$ cat src/rtl/irq_ctrl.sv
// irq_ctrl: interrupt controller in front of the control unit.
// Per-line synchroniser + rising-edge detect + pending bit, a mask register,
// a fixed-priority (line 0 highest) selector and a non-nesting
// IDLE/REQUEST/IN_SERVICE handshake FSM.

module irq_ctrl_lane #(
    parameter int SYNC_STAGES = 2
) (
    input  logic I_clk,
    input  logic I_reset_n,
    input  logic I_line,
    input  logic I_clr,
    output logic O_pend
);
    logic [SYNC_STAGES-1:0] sync_q;
    logic                   hist_q;
    logic                   rise;

    assign rise = sync_q[SYNC_STAGES-1] & ~hist_q;

    // Synchroniser chain, edge history and pending bit; a new edge beats a clear
    always_ff @(posedge I_clk or negedge I_reset_n) begin
        if (!I_reset_n) begin
            sync_q <= '0;
            hist_q <= 1'b0;
            O_pend <= 1'b0;
        end else begin
            sync_q <= {sync_q[SYNC_STAGES-2:0], I_line};
            hist_q <= sync_q[SYNC_STAGES-1];
            O_pend <= rise | (O_pend & ~I_clr);
        end
    end
endmodule

module irq_ctrl #(
    parameter int NUM_IRQ       = 8,
    parameter int IRQ_NUM_WIDTH = 3,
    parameter int SYNC_STAGES   = 2
) (
    input  logic                     I_clk,
    input  logic                     I_reset_n,
    input  logic [NUM_IRQ-1:0]       I_irq_lines,
    input  logic                     I_mask_we,
    input  logic [NUM_IRQ-1:0]       I_mask_data,
    input  logic                     I_irq_ack,
    input  logic                     I_eoi,
    output logic                     O_irq_active,
    output logic [IRQ_NUM_WIDTH-1:0] O_irq_number,
    output logic                     O_in_service,
    output logic [NUM_IRQ-1:0]       O_pending,
    output logic [NUM_IRQ-1:0]       O_mask
);
    typedef enum logic [1:0] {IDLE, REQUEST, IN_SERVICE} state_t;

    state_t                   state;
    logic [NUM_IRQ-1:0]       elig;
    logic [NUM_IRQ-1:0]       grant;
    logic [NUM_IRQ-1:0]       clr;
    logic [IRQ_NUM_WIDTH-1:0] win;
    logic                     take;

    for (genvar g = 0; g < NUM_IRQ; g++) begin : g_lane
        irq_ctrl_lane #(.SYNC_STAGES(SYNC_STAGES)) u_lane (
            .I_clk    (I_clk),
            .I_reset_n(I_reset_n),
            .I_line   (I_irq_lines[g]),
            .I_clr    (clr[g]),
            .O_pend   (O_pending[g])
        );
    end

    // Masked lines still latch pending; they just never compete
    assign elig  = O_pending & ~O_mask;
    // Isolate the lowest set bit: that line is the one cleared on capture
    assign grant = elig & (~elig + NUM_IRQ'(1));
    // An ack only counts in REQUEST while something is still eligible
    assign take  = (state == REQUEST) && I_irq_ack && (elig != '0);
    assign clr   = take ? grant : '0;

    // Lowest eligible index wins; scan downward so index 0 overrides
    always_comb begin
        win = '0;
        for (int i = NUM_IRQ - 1; i >= 0; i--) begin
            if (elig[i]) win = IRQ_NUM_WIDTH'(i);
        end
    end

    // Mask register; comes out of reset with every line disabled
    always_ff @(posedge I_clk or negedge I_reset_n) begin
        if (!I_reset_n)     O_mask <= '1;
        else if (I_mask_we) O_mask <= I_mask_data;
    end

    // Handshake FSM with registered outputs; the number changes only on capture
    always_ff @(posedge I_clk or negedge I_reset_n) begin
        if (!I_reset_n) begin
            state        <= IDLE;
            O_irq_active <= 1'b0;
            O_irq_number <= '0;
            O_in_service <= 1'b0;
        end else begin
            case (state)
                IDLE: begin
                    if (elig != '0) begin
                        state        <= REQUEST;
                        O_irq_active <= 1'b1;
                    end
                end
                REQUEST: begin
                    if (elig == '0) begin
                        state        <= IDLE;
                        O_irq_active <= 1'b0;
                    end else if (I_irq_ack) begin
                        state        <= IN_SERVICE;
                        O_irq_active <= 1'b0;
                        O_in_service <= 1'b1;
                        O_irq_number <= win;
                    end
                end
                IN_SERVICE: begin
                    if (I_eoi) begin
                        state        <= IDLE;
                        O_in_service <= 1'b0;
                    end
                end
                default: begin
                    state        <= IDLE;
                    O_irq_active <= 1'b0;
                    O_in_service <= 1'b0;
                end
            endcase
        end
    end
endmodule
$ cat config.mk
export PLATFORM = sky130hd
export DESIGN_NAME = irq_ctrl
export DESIGN_NICKNAME = d
export VERILOG_FILES = /design/src/rtl/irq_ctrl.sv
export SDC_FILE = /design/constraint.sdc
export NUM_CORES = 1
export LEC_CHECK = 0
export CORE_UTILIZATION = 45
export CTS_BUF_LIST = sky130_fd_sc_hd__clkbuf_16
export CTS_CLUSTER_SIZE = 16
export DETAILED_ROUTE_END_ITERATION = 16
export PLACE_DENSITY = 0.72
export SYNTH_ARGS = -nofsm -noshare
export SYNTH_HDL_FRONTEND = slang
export SYNTH_HIERARCHICAL = 1
export SYNTH_SLANG_ARGS = --single-unit
export TNS_END_PERCENT = 10
$ cat constraint.sdc
create_clock -name I_clk -period 3.2 [get_ports I_clk]
set_input_delay 0.64 -clock I_clk [delete_from_list [all_inputs] [get_ports I_clk]]
set_output_delay 0.64 -clock I_clk [all_outputs]
set_load 0.005 [all_outputs]
# Word level (Yosys, flattened, before mapping)
# Cells that the tools add are included.
classes:
  add_sub_neg: 1
  eq_ne: 7
  n_mux: 22
  bitwise: 47
  reduce_logical: 9
op_table:
  columns: ["op", "count"]
  rows:
  - ["2-to-1 mux 3 bit", 8]
  - ["NOT 1 bit", 19]
  - ["AND 1 bit", 16]
  - ["AND 8 bit", 2]
  - ["NOT 8 bit", 2]
  - ["AND reduction 3 bit", 3]
  - ["adder 8 x 1 -> 8 bit (second input constant)", 1]
  - ["zero test 8 bit", 1]
  - ["2-to-1 mux 2 bit", 4]
  - ["2-to-1 mux 8 bit", 1]
  - ["!= test 2 bit (second input constant)", 4]
  - ["bitwise OR 1 bit", 8]
  - ["nonzero test 8 bit", 1]
  - ["2-to-1 mux 1 bit", 6]
  - ["case mux 1 bit (3 select lines)", 2]
  - ["case mux 2 bit (3 select lines)", 1]
  - ["AND reduction 4 bit", 1]
  - ["!= test 3 x 2 -> 1 bit (second input constant)", 1]
  - ["equality test 2 x 1 -> 1 bit (second input constant)", 1]
  - ["equality test 2 bit (second input constant)", 1]
  - ["logical AND 1 bit", 2]
  - ["zero test 2 bit", 1]
totals:
  regBits: 47
  inputBits: 21
  output_inout_bits: 21
  word_cells: 115

# Logic depth before layout (Yosys ltp)
# Gate-level depths: netlist of the first run.
depth:
  word_depth: 10
  mapped_depth: 5
  ltp_nobuf: 5

# Hierarchy
# Netlist of the first run, hierarchy kept.
by_module_without_submodules:
  columns: ["module", "n_inst", "cells_each", "area_per_inst_um2", "seq_area_each_um2"]
  rows:
  - ["irq_ctrl_lane", 8, 7, 120.1, 100.1]
  - ["irq_ctrl", 1, 75, 840.8, 385.4]

# Worst setup path before layout of the first run
# No wires, ideal clock.
synth_path:
  kind: "register to register"
  startpoint: "register O_mask[1]"
  endpoint: "register g_lane[5].u_lane.O_pend"
  setup_time_ps: 129
  arrival_ps: 1460
  t_required_ps: 3071
  path_slack_ps: 1611
  path_stages_with_launch: 6
  n_path_buf: 0
  period_less_slack_ps: 1589
  cell_sequence: "dfstp_2 > nand2b_4 > nand4_2 > or3b_4 > nor3_1 > o22ai_2"
synth_via:
  elab_chain_cells: 9
  word_cells_on_any_way: 11
  cone_classes: "add/sub: 1; mux: 1; bitwise: 7; reduce/logical: 2"
synth_lines:
  columns: ["item", "line_no", "text"]
  rows:
  - ["from (decl)", "51", "output logic [NUM_IRQ-1:0] O_mask"]
  - ["from (signal assigned)", "91", "else if (I_mask_we) O_mask <= I_mask_data;"]
  - ["NOT 8 bit (*)", "73", "assign elig = O_pending & ~O_mask;"]
  - ["AND 8 bit (*)", "73", null]
  - ["NOT 8 bit", "75", "assign grant = elig & (~elig + NUM_IRQ'(1));"]
  - ["adder 8 x 1 -> 8 bit", "75", null]
  - ["AND 8 bit", "75", null]
  - ["2-to-1 mux 8 bit (*)", "78", "assign clr = take ? grant : '0;"]
  - ["named net clr[5]", "58", "logic [NUM_IRQ-1:0] clr;"]
  - ["NOT 1 bit (*)", "30", "O_pend <= rise | (O_pend & ~I_clr);"]
  - ["AND 1 bit (*)", "30", null]
  - ["bitwise OR 1 bit (*)", "30", null]
  - ["to (signal assigned)", "30", null]
  - ["to (decl)", "13", "output logic O_pend"]
# The timed path passes the listed nets; every way through them passes the cells marked *.
# A chain may end at the register's enable or synchronous reset.

# Worst setup path in the final report of the first run
layout_path:
  startpoint: "register O_mask[0]"
  endpoint: "output port O_mask[0]"
# No word-level cell between the ends.

==> impl_metrics.csv, run 1 <==
group,metric,value,unit
run_status,status,"finished, final reports clean",
yosys,synth_fp_nets,152,
floorplanning,die_h,65.3,µm
clock_network,cts_hold_buf,0,
yosys,syn_inst,131,
clock_network,clockRootBuffer,"clkbuf_16",
worst_setup_path,critPathBufInv,1,
hold_path,hold_class,"flop to flop",
timing,finalSetupViolCount,0,
clock_network,cts_setup_buffers,0,
yosys,netlist_area,1800,µm²
global_routing,grt_max_degree,48,
routing,drc_errors,0,
clock_network,clk_latency,280,ps
clock_network,clk_pin_slew,60,ps
worst_setup_path,cp_max_fo,4,
power,ir_drop,0.451,mV
worst_setup_path,end_kind,"output port",
placement,dp_hpwl,2260,µm
final_layout,stdcell_count,226,
hold_path,holdPathStages,0,
worst_setup_path,path_class,"flop to output port",
floorplanning,core,3740,µm²
clock_network,cts_sinks,47,
hold_path,holdPathEnd,"g_lane[5].u_lane/sync_q[1]$_DFF_PN0_",
final_layout,design_area,2400,µm²
final_layout,final_layout_size_suffix_gt1_share,24.7,%
timing,worstMarginPinSlew,994,ps
timing,relSlewSlack,33.8,%
power,pwr_density_cell,670,nW/µm²
timing,min_period_over_period,62.0,%
floorplanning,start_util,48.1,%
yosys,yosys_warnings,6,
routing,drt_iter0_markers,90,
worst_setup_path,critPathSlowestCell,"dfstp_2",
timing,fin_crit,1990,ps
placement,dp.cells,219,
yosys,ys_async_sr_fraction,100,%
worst_setup_path,crit_chain,"clkdlybuf4s50_1",
placement,pre_cts_ws,967,ps
yosys,synth-edff-count,0,
timing,worst_slack,1210,ps
global_routing,grt_pass1_vias,1185,
floorplanning,rows,22,
floorplanning,die_w,65.3,µm
worst_setup_path,cp.required,2560,ps
clock_network,numCtsBuffers,5,
timing,hold_viol,0,
yosys,syn_area_per_cell,13.8,µm²
yosys,seq_area_frac_synth,65.8,%
yosys,synth-seq-cells,47,
global_routing,globalRouteTotalUtil,18.0,%
yosys,ys.flop_type,"dfrtp_1",
global_routing,grt_pass1_wl,5510,µm
routing,vias_per_cell,5.06,
routing,num_vias,1144,
final_layout,area_delta_synth_final,33.1,%
flow_run,maxCapViolCount,0,
floorplanning,boundaryPins,42,
clock_network,cts_buffer_depth,2,
timing,rsz0062_at_grt,"false",
worst_setup_path,start_kind,"flop",
timing,max_freq,504,MHz
worst_setup_path,cp_top_family,"flip-flops",
routing,wirelength,3230,µm
placement,place.gp.congestion,0.774,
placement,port_buffers,41,
placement,dpl_cell_area,2260,µm²
global_routing,overflow,0,
power,p_leak,0.00112,µW
routing,post_drt_wl_per_cell,14.3,µm
global_routing,antenna_found_initial,0,
clock_network,htreeDepth,2,
worst_setup_path,arrival,1350,ps
clock_network,post_cts_resized,0,
routing,dr.pass1.iters,4,
worst_setup_path,max_stage_delay,550,ps
timing,slew_violations,0,
timing,setup_tns,0,ps
worst_setup_path,reg2reg_to,"g_lane[5].u_lane/O_pend$_DFF_PN0_",
clock_network,cts_tree,"built",
worst_setup_path,r2r_slack,1430,ps
routing,ant_nets,0,
timing,skew,3.26,ps
worst_setup_path,ff2ff_path_depth,5,
worst_setup_path,r2r_start,"O_mask[3]$_DFFE_PN1P_",
final_layout,layout.nets,199,
final_layout,diodes,0,
floorplanning,die_area,4260,µm²
yosys,synthDistinctLibCells,32,
hold_path,min-delay-start,"g_lane[5].u_lane/sync_q[0]$_DFF_PN0_",
[how the worst max path moves through the flow]
stage / startpoint / cells past startpoint / to / slack, ps
global route: O_mask[0]$_DFFE_PN1P_ / 1 / O_mask[0] / 1170
floorplan: O_mask[1]$_DFFE_PN1P_ / 5 / g_lane[5].u_lane/O_pend$_DFF_PN0_ / 1610
finish: O_mask[0]$_DFFE_PN1P_ / 1 / O_mask[0] / 1210
CTS: O_mask[6]$_DFFE_PN1P_ / 1 / O_mask[6] / 1200
global placement: I_irq_ack / 5 / g_lane[5].u_lane/O_pend$_DFF_PN0_ / 1030
detailed placement: I_irq_ack / 5 / g_lane[5].u_lane/O_pend$_DFF_PN0_ / 970
[stage by stage]
step | util (%) | hold slack (ps) | total power, µW
2_1_floorplan | - | 331 | 944
3_3_place_gp | 60.5 | 333 | 1120
3_5_place_dp | 60.5 | 335 | 1140
4_1_cts | 64.0 | 348 | 1630
5_1_grt | 64.0 | 361 | 1690
6_report | 64.0 | 348 | 1610
[cells in the final DEF (no fill, tap or decap), drive strengths merged, types with 2 or more instances in the layout]
cell type      count
inv               18
o22ai              9
clkinv             2
nor2               5
dfrtp             39
nor3               5
nand4              2
nand2b             6
nor2b              4
nor4               2
dfstp              8
clkdlybuf4s50     40
o21ai              3
nand2              7
mux2               8
or2b               2
clkbuf             5
[registers in the layout, indices dropped and copies added, names as in the netlist]
signal,flops
O_in_service,1
O_irq_active,1
O_irq_number,3
O_mask,8
g_lane.u_lane/O_pend,8
g_lane.u_lane/hist_q,8
g_lane.u_lane/sync_q,16
state,2
[synth_stat cells (2+ instances only)]
master / number / area [µm²]
nand2b_4: 3 / 41.3
nand2_1: 7 / 26.3
dfstp_2: 8 / 210
nor3_1: 4 / 20.0
or2b_2: 2 / 17.5
dfrtp_1: 39 / 976
nand2b_1: 2 / 12.5
mux2_2: 8 / 90.1
inv_1: 18 / 67.6
o21ai_0: 3 / 15.0
o22ai_2: 8 / 100
nand4_2: 2 / 25.0
nor2b_1: 4 / 25.0
nor2_1: 5 / 18.8
[cells by family after synthesis]
group | synth area share (%)
muxes | 5.56
buffers and inverters | 3.96
AOI/OAI and AO/OA | 10.2
DFF | 65.8
and+or+nand+nor | 14.4
[layout make-up]
| cell class | count | area [µm²] |
|---|---|---|
| clock buffers | 5 | 125 |
| multi-input cells | 65 | 544 |
| inverters | 18 | 67.6 |
| well taps | 48 | 60.1 |
| flip-flops and latches | 47 | 1190 |
| fillers | 292 | 1350 |
| repair buffers | 41 | 405 |
| clock inverters | 2 | 8.76 |
[metal layers]
layer / wire [µm] / share of wire, % / global-route usage (%) / vias up
met1: 1390 / 43 / 22.6 / 580
met2: 1640 / 51 / 27.8 / 25
met5: 0 / 0 / 0 / -
met4: 53 / 1.6 / 7.34 / 0
li1: - / - / - / 534
met3: 142 / 4.4 / 6.77 / 5
[where the power goes]
group          internal, µW  total [µW]  switching [µW]
logic                   218         370             152
registers               688         758            70.5
clock network           280         478             198
total                  1190        1610             421
Power figures use the tool's default switching activity.
==> run 2: changes to the inputs <==
Settings changed: CORE_UTILIZATION 45 to 44, PLACE_DENSITY 0.72 to 0.74.
Clock period 3.2 ns to 1.77 ns, I/O delays scaled along.
==> impl_metrics.csv, run 2 (synthesis results as in run 1) <==
group,metric,value,unit
clock_network,clk_latency,280,ps
timing,relSlewSlack,68.1,%
final_layout,design_area,2460,µm²
placement,dp_hpwl,2430,µm
final_layout,seq_area,1190,µm²
worst_setup_path,max_stage_delay,570,ps
floorplanning,rows,22,
routing,num_vias,1151,
placement,dpl_cell_area,2320,µm²
global_routing,grt_max_degree,29,
global_routing,grt_pass1_vias,1244,
floorplanning,boundaryPins,42,
clock_network,cts_sinks,47,
global_routing,grt_pass1_wl,5630,µm
final_layout,largest_reg_flops,16,
global_routing,use_met1,22.4,%
final_layout,final_cell_mix,"dfrtp_1 (39), clkdlybuf4s50_1 (39), inv_1 (19)",
timing,max_freq,582,MHz
worst_setup_path,arrival,1360,ps
routing,drc_errors,0,
power,p_switching,756,µW
timing,rsz0062_at_grt,"false",
timing,worstMarginPinSlew,479,ps
global_routing,use_met2,29.3,%
final_layout,layout.nets,205,
clock_network,clockRootBuffer,"clkbuf_16",
final_layout,multi_input_area,549,µm²
routing,vias_per_cell,4.94,
worst_setup_path,start_kind,"flop",
floorplanning,die_h,66.0,µm
routing,ant_nets,0,
power,p_leak,0.00116,µW
flow_run,maxCapViolCount,0,
routing,post_drt_wl_per_cell,14.3,µm
final_layout,area_delta_synth_final,36.6,%
power,pwr-share-comb,24.0,%
power,p_seq_share,47.0,%
worst_setup_path,path_class,"flop to output port",
power,swShare,25.9,%
timing,finalSetupViolCount,0,
worst_setup_path,critPathSlowestCell,"dfstp_2",
worst_setup_path,cp_top_family,"flip-flops",
power,clockPowerShare,29.0,%
routing,wirelength,3320,µm
floorplanning,die_area,4350,µm²
floorplanning,core,3800,µm²
final_layout,regMostFlops,"g_lane.u_lane/sync_q",
placement,place.gp.congestion,0.825,
power,power.internal,2170,µW
worst_setup_path,cp.required,1420,ps
floorplanning,start_util,47.4,%
timing,min_period_over_period,97.1,%
final_layout,final_layout_size_suffix_gt1_share,27.0,%
final_layout,diodes,0,
timing,skew,2.62,ps
timing,hold_viol,0,
global_routing,antenna_found_initial,0,
run_status,status,"finished, final reports clean",
clock_network,cts_buffer_depth,2,
placement,port_buffers,41,
worst_setup_path,crit_chain,"clkdlybuf4s50_1",
final_layout,final_util,64.8,%
global_routing,met3_usage,6.03,%
clock_network,clk_pin_slew,60,ps
clock_network,numCtsBuffers,5,
worst_setup_path,critPathBufInv,1,
global_routing,globalRouteTotalUtil,18.0,%
worst_setup_path,end_kind,"output port",
power,pwr_density_cell,1190,nW/µm²
timing,slew_violations,0,
worst_setup_path,cp_max_fo,4,
final_layout,fillers,304,
clock_network,cts_tree,"built",
routing,dr.pass1.iters,3,
hold_path,hold_class,"input port to asynchronous set/reset pin",
routing,drt_iter0_markers,27,
floorplanning,die_w,66.0,µm
timing,fin_crit,1720,ps
power,ir_drop,0.719,mV
clock_network,htreeDepth,2,
global_routing,overflow,0,
global_routing,busiest_layer,"met2",
[run 2: cell count changes in the layout (fill, tap and decap cells not counted)]
cell / delta
buf_4: +5
inv_1: +1
nor3_2: +1
clkdlybuf4s50_1: -1
clkinv_2: -1
clkinv_1: +1
nor3_1: -1
buf_12: +1
dlygate4sd2_1: +1
[run 2: final timing paths]
path / start / endpoint / slack [ps] / cells after the start
min: I_reset_n / g_lane[0].u_lane/sync_q[0]$_DFF_PN0_ / 30 / 1
max: O_mask[6]$_DFFE_PN1P_ / O_mask[6] / 50 / 1
max reg2reg: O_mask[1]$_DFFE_PN1P_ / g_lane[7].u_lane/O_pend$_DFF_PN0_ / 80 / 5
max in group asynchronous: I_reset_n / O_mask[5]$_DFFE_PN1P_ / 1160 / 2
min in group I_clk: g_lane[5].u_lane/sync_q[0]$_DFF_PN0_ / g_lane[5].u_lane/sync_q[1]$_DFF_PN0_ / 350 / 0
min reg2reg: g_lane[5].u_lane/sync_q[0]$_DFF_PN0_ / g_lane[5].u_lane/sync_q[1]$_DFF_PN0_ / 350 / 0
[run 2: timing repair]
item,CTS,global route
gates resized for setup,2,0
endpoints found under the hold margin,0,0
buffers inserted,0,0
endpoints found under the setup margin,2,0
hold buffers,0,0
[run 2: per-layer routing]
layer	routed length, µm	vias up	share of wire (%)
met5	0	-	0
met4	52	0	1.6
met3	171	5	5.1
met2	1690	28	51
met1	1410	574	43
li1	-	544	-
[run 2: per-stage QoR]
stage	total power (µW)	setup slack, ps	hold slack [ps]	instances	setup TNS (ps)
5_1_grt	3090	7.32	58.3	233	0
3_5_place_dp	2100	-84.7	336	225	-135
2_1_floorplan	1710	181	58.4	131	0
4_1_cts	2970	42.8	37.5	233	0
3_3_place_gp	2060	-31.6	325	225	-51.9
6_report	2920	51.9	26.5	233	0
[run 2: cell type report]
type,instances,share of cell area [%]
sequential,47,48.2
multi-input combinational,65,22.3
timing repair buffer,47,18.8
clock buffer,5,5.08
inverter,18,2.75
tap,48,2.44
clock inverter,3,0.458
[run 2: power groups by stage]
stage | Combinational, µW | Clock (µW) | Sequential, µW
floorplan | 332 | 0 | 1370
global placement | 682 | 0 | 1380
detailed placement | 706 | 0 | 1390
CTS | 713 | 876 | 1380
global route | 771 | 918 | 1400
finish | 702 | 848 | 1370
